File: src/rtl/evk_led_sequencer.sv
// Three-channel PWM sequencer for the EVK RGB LED driver.
// Duty/blink updates land in a shadow bank and are committed to the active
// bank only at a PWM period boundary, so a period is never cut short.
module evk_led_sequencer #(
   parameter int unsigned PRESCALE      = 4,
   parameter int unsigned BLINK_PERIODS = 64
) (
   input  logic       clk,
   input  logic       rst_n,
   input  logic       cfg_valid,
   output logic       cfg_ready,
   input  logic [1:0] cfg_chan,
   input  logic [7:0] cfg_duty,
   input  logic       cfg_blink,
   output logic [2:0] pwm_out,
   output logic       period_start
);

   localparam int unsigned NCH    = 3;
   localparam int unsigned DUTY_W = 8;
   localparam int unsigned PRE_W  = (PRESCALE > 1) ? $clog2(PRESCALE) : 1;
   localparam int unsigned BLK_W  = (BLINK_PERIODS > 1) ? $clog2(BLINK_PERIODS) : 1;

   typedef enum logic {
      ST_IDLE    = 1'b0,
      ST_PENDING = 1'b1
   } state_e;

   state_e                        state_q, state_d;
   logic                          cfg_ready_q, cfg_ready_d;
   logic [PRE_W-1:0]              pre_cnt_q, pre_cnt_d;
   logic [DUTY_W-1:0]             pwm_cnt_q, pwm_cnt_d;
   logic [BLK_W-1:0]              blink_cnt_q, blink_cnt_d;
   logic                          blink_phase_q, blink_phase_d;
   logic [NCH-1:0][DUTY_W-1:0]    duty_shadow_q, duty_shadow_d;
   logic [NCH-1:0][DUTY_W-1:0]    duty_active_q, duty_active_d;
   logic [NCH-1:0]                blink_shadow_q, blink_shadow_d;
   logic [NCH-1:0]                blink_active_q, blink_active_d;
   logic [NCH-1:0]                pwm_out_q, pwm_out_d;
   logic                          period_start_q, period_start_d;
   logic                          tick;
   logic                          bnd;

   assign tick = (pre_cnt_q == PRE_W'(PRESCALE - 1));
   assign bnd  = tick && (pwm_cnt_q == DUTY_W'(255));

   // Prescaler, PWM counter, blink phase and the registered pin compare.
   always_comb begin
      pre_cnt_d      = tick ? '0 : pre_cnt_q + PRE_W'(1);
      pwm_cnt_d      = tick ? pwm_cnt_q + DUTY_W'(1) : pwm_cnt_q;
      blink_cnt_d    = blink_cnt_q;
      blink_phase_d  = blink_phase_q;
      period_start_d = bnd;
      if (bnd) begin
         if (blink_cnt_q == BLK_W'(BLINK_PERIODS - 1)) begin
            blink_cnt_d   = '0;
            blink_phase_d = ~blink_phase_q;
         end else begin
            blink_cnt_d = blink_cnt_q + BLK_W'(1);
         end
      end
      for (int unsigned i = 0; i < NCH; i++) begin
         pwm_out_d[i] = (pwm_cnt_q < duty_active_q[i]) &&
                        (!blink_active_q[i] || blink_phase_q);
      end
   end

   // Config FSM: accept into the shadow bank in IDLE, commit at the next boundary in PENDING.
   always_comb begin
      state_d        = state_q;
      duty_shadow_d  = duty_shadow_q;
      blink_shadow_d = blink_shadow_q;
      duty_active_d  = duty_active_q;
      blink_active_d = blink_active_q;
      unique case (state_q)
         ST_IDLE: begin
            if (cfg_valid) begin
               for (int unsigned i = 0; i < NCH; i++) begin
                  if (cfg_chan == 2'(i) || cfg_chan == 2'd3) begin
                     duty_shadow_d[i]  = cfg_duty;
                     blink_shadow_d[i] = cfg_blink;
                  end
               end
               state_d = ST_PENDING;
            end
         end
         ST_PENDING: begin
            if (bnd) begin
               duty_active_d  = duty_shadow_q;
               blink_active_d = blink_shadow_q;
               state_d        = ST_IDLE;
            end
         end
         default: state_d = ST_IDLE;
      endcase
      cfg_ready_d = (state_d == ST_IDLE);
   end

   // FSM state register.
   always_ff @(posedge clk) begin
      if (!rst_n) begin
         state_q <= ST_IDLE;
      end else begin
         state_q <= state_d;
      end
   end

   // Datapath and output registers.
   always_ff @(posedge clk) begin
      if (!rst_n) begin
         cfg_ready_q    <= 1'b1;
         pre_cnt_q      <= '0;
         pwm_cnt_q      <= '0;
         blink_cnt_q    <= '0;
         blink_phase_q  <= 1'b1;
         duty_shadow_q  <= '0;
         duty_active_q  <= '0;
         blink_shadow_q <= '0;
         blink_active_q <= '0;
         pwm_out_q      <= '0;
         period_start_q <= 1'b0;
      end else begin
         cfg_ready_q    <= cfg_ready_d;
         pre_cnt_q      <= pre_cnt_d;
         pwm_cnt_q      <= pwm_cnt_d;
         blink_cnt_q    <= blink_cnt_d;
         blink_phase_q  <= blink_phase_d;
         duty_shadow_q  <= duty_shadow_d;
         duty_active_q  <= duty_active_d;
         blink_shadow_q <= blink_shadow_d;
         blink_active_q <= blink_active_d;
         pwm_out_q      <= pwm_out_d;
         period_start_q <= period_start_d;
      end
   end

   assign cfg_ready    = cfg_ready_q;
   assign pwm_out      = pwm_out_q;
   assign period_start = period_start_q;

endmodule

File: config.mk
export PLATFORM = sky130hd
export DESIGN_NAME = evk_led_sequencer
export DESIGN_NICKNAME = d
export VERILOG_FILES = /design/src/rtl/evk_led_sequencer.sv
export SDC_FILE = /design/constraint.sdc
export NUM_CORES = 1
export LEC_CHECK = 0
export CAP_MARGIN = 30
export CELL_PAD_IN_SITES_DETAIL_PLACEMENT = 1
export CELL_PAD_IN_SITES_GLOBAL_PLACEMENT = 2
export CORE_MARGIN = 4
export CORE_UTILIZATION = 37
export CTS_CLUSTER_SIZE = 10
export DETAILED_ROUTE_END_ITERATION = 10
export MAX_ROUTING_LAYER = met4
export PLACE_DENSITY_LB_ADDON = 0.1
export SYNTH_ARGS = -nofsm -noshare
export SYNTH_HDL_FRONTEND = slang
export SYNTH_SLANG_ARGS = --single-unit
File: constraint.sdc
create_clock -name clk -period 1.7 [get_ports clk]
set_clock_uncertainty 0.05 [all_clocks]
set_input_delay 0.255 -clock clk [delete_from_list [all_inputs] [get_ports clk]]
set_output_delay 0.255 -clock clk [all_outputs]
set_load 0.02 [all_outputs]
==> flow_metrics.tcl, run 1 <==
set metrics [dict create \
    end_kind "flop" \
    intPower_uw 2660 \
    root_buffer "clkbuf_8" \
    core_mm2 0.00942 \
    clk_pin_slew_ns 0.08 \
    cp_max_fo 6 \
    status "finished, final reports clean" \
    dp_hpwl_um 6490 \
    power.leakage_uw 0.00159 \
    synthesis.area_mm2 0.00365 \
    ys_ff_latch 77 \
    hold_violations 0 \
    antenna_found_initial 0 \
    clock_path_buffers 2 \
    grt_max_degree 66 \
    yosysSeqAreaShare_pct 42.2 \
    n_antenna_cell 0 \
    synthTopCellsByArea "dfxtp_1 42%, ha_1 9.3%, mux2i_1 8.2%" \
    clkSinkCount 77 \
    netlist_instances 417 \
    grt.total_usage_pct 16.9 \
    hold_class "in2reg" \
    switchingPower_uw 913 \
    viasPerCell 5.05 \
    drive_gt1_share_pct 14.8 \
    critical_path_class "reg2reg" \
    worst_pin_slew_ns 0.356 \
    max_freq_ghz 0.622 \
    drv_slew 0 \
    synth_area_leader_cell "dfxtp_1" \
    cts_buffers 9 \
    port_buffers 18 \
    critPathRequiredTime_ns 1.88 \
    yosysWarningCount 0 \
    swShare_pct 25.6 \
    synth_common_cells "77 x dfxtp_1, 69 x nand2_1, 33 x a21oi_1, 33 x nand3_1, 30 x mux2i_1" \
    syn_nets 458 \
    cp.arrival_ns 1.78 \
    via_count 2962 \
    post_drt_wl_per_cell_um 16.0 \
    fin_tns_setup_ns 0 \
    cts_hold_buffers 0 \
    first_pass_iters 4 \
    irDropWorstVdd_uv 445 \
    grt_pass1_vias 3047 \
    syn_avg_cell_area_um2 8.75 \
    power.density_mw_per_mm2 791 \
    seqPwrFrac_pct 52.7 \
    initial_core_util_pct 38.8 \
    total_power_uw 3570 \
    start_kind "flop" \
    synth_edf_count 0 \
    die_h_um 107 \
    synth_top_area_share_pct 42.2 \
    yosys.cell_types.count 44 \
    combPwrFrac_pct 8.0 \
    max-cap-violations 0 \
    ant_nets 0 \
    grt_pass1_wl_um 15000 \
    nNetsFinal 494 \
    die_w_um 107 \
    gp_congestion 0.774 \
    overflow 0 \
    syn_to_final_growth_pct 23.6 \
    synth-async-reset-ratio_pct 0 \
    synth_most_common_cell "dfxtp_1" \
    insertion_delay_ns 0.34 \
    power.share.clock_pct 39.3 \
    setup_viol 0 \
    fp.dieArea_mm2 0.0115 \
    synth_ff_type "dfxtp_1" \
    cts_tree "done" \
    num_rows 35 \
    wl_um 9360 \
    htree_num_levels 3 \
    drc_errors 0 \
    fin_crit_sh_pct 94.5 \
    drt_iter0_markers 90 \
    finalCriticalPeriod_ns 1.61 \
    io_pins 19 \
    max-slew-margin-rel_pct 76.2 \
]
-- cells in the final DEF (no fill, tap or decap), drive strengths merged, types with 2 or more instances in the layout --
cell type / count
nor2b: 4
nand2b: 8
or2: 4
clkbuf: 12
or3: 3
nand4: 3
a21oi: 33
a41oi: 3
nand3: 33
clkinv: 3
clkdlybuf4s50: 17
nor3: 2
o211ai: 5
buf: 30
inv: 28
xnor2: 2
a2111o: 3
o21ai: 27
xor2: 2
o31ai: 3
a2111oi: 3
ha: 27
or4: 3
nor3b: 4
nand2: 69
mux2i: 30
nor2: 10
dfxtp: 77
-- kinds of logic after synthesis --
group / Yosys count / share of synthesized area (%)
and+or+nand+nor: 148 / 20.1
AOI/OAI and AO/OA: 79 / 12.7
DFF: 77 / 42.2
buffers and inverters: 51 / 6.24
muxes: 31 / 8.54
adders and majority gates: 27 / 9.26
xor gates and xnor gates: 4 / 0.960
-- power by group through the flow --
| stage | registers, uW | logic, uW | clock network (uW) |
|---|---|---|---|
| 2_1_floorplan | 1910 | 155 | 0 |
| 3_3_place_gp | 1920 | 278 | 0 |
| 3_5_place_dp | 1920 | 284 | 0 |
| 4_1_cts | 1880 | 285 | 1460 |
| 5_1_grt | 1890 | 316 | 1540 |
| 6_report | 1880 | 286 | 1400 |
-- registers in the layout (all words and copies together) (netlist names) --
name / flops
duty_active_q: 24
cfg_ready: 1
pre_cnt_q: 2
duty_shadow_q: 24
blink_phase_q: 1
blink_shadow_q: 3
state_q: 1
pwm_out: 3
pwm_cnt_q: 8
blink_active_q: 3
blink_cnt_q: 6
period_start: 1
-- stage by stage --
stage	hold slack, ns	cells	area, um^2	setup slack [ns]	utilization [%]
2_1_floorplan	0.352	417	3650	0.123	-
3_3_place_gp	0.364	565	4120	-0.0985	43.7
3_5_place_dp	0.389	565	4120	-0.149	43.7
4_1_cts	0.214	582	4340	0.0129	46.1
5_1_grt	0.217	587	4510	-0.00986	47.9
6_report	0.219	587	4510	0.0934	47.9
-- final timing paths --
check,slack (ns),start,cells after the start,endpoint
worst max register to register,0.09,pwm_cnt_q[3],5,blink_phase_q
worst max-delay path,0.09,pwm_cnt_q[3],5,blink_phase_q
worst min-delay path,0.22,rst_n,3,pwm_cnt_q[6]
worst min register to register,0.39,pre_cnt_q[0],1,pre_cnt_q[0]
-- critical path, stage by stage, from the launching register on --
cell,delay [ns]
dfxtp_4,0.37
buf_4,0.12
nand4_4,0.17
buf_6,0.19
nor4_4,0.27
mux2_4,0.32
-- repair_timing --
item / 4_1_cts / 5_1_grt
gates resized for setup: 4 / 21
gates cloned: 0 / 2
pin swaps: 1 / 7
endpoints found under the setup margin: 11 / 35
buffers inserted: 1 / 3
-- per-layer routing --
layer | vias to the layer above | wire (um) | track usage (%)
li1 | 1525 | - | -
met1 | 1411 | 4670 | 22.3
met2 | 20 | 4480 | 26.7
met3 | 6 | 130 | 2.52
met4 | 0 | 79 | 5.48
met5 | - | 0 | -
-- layout make-up --
cell class / count / area, um^2
fill: 1109 / 4900
clock buffer: 10 / 128
inverter: 27 / 101
sequential: 77 / 1550
multi-input combinational: 289 / 1980
timing repair buffer: 49 / 522
clock inverter: 6 / 72.6
tap: 129 / 161
Power figures use the tool's default switching activity.
==> run 2, diff against run 1 <==
--- a/config.mk
+++ b/config.mk
@@ -5,13 +5,13 @@
 export SDC_FILE = /design/constraint.sdc
 export NUM_CORES = 1
 export LEC_CHECK = 0
-export CAP_MARGIN = 30
 export CELL_PAD_IN_SITES_DETAIL_PLACEMENT = 1
 export CELL_PAD_IN_SITES_GLOBAL_PLACEMENT = 2
 export CORE_MARGIN = 4
 export CORE_UTILIZATION = 37
 export CTS_CLUSTER_SIZE = 10
 export DETAILED_ROUTE_END_ITERATION = 10
+export GPL_ROUTABILITY_DRIVEN = 1
 export MAX_ROUTING_LAYER = met4
 export PLACE_DENSITY_LB_ADDON = 0.1
 export SYNTH_ARGS = -nofsm -noshare
==> results of run 2 <==
The final DEF is identical to that of run 1; final timing and power are the same.
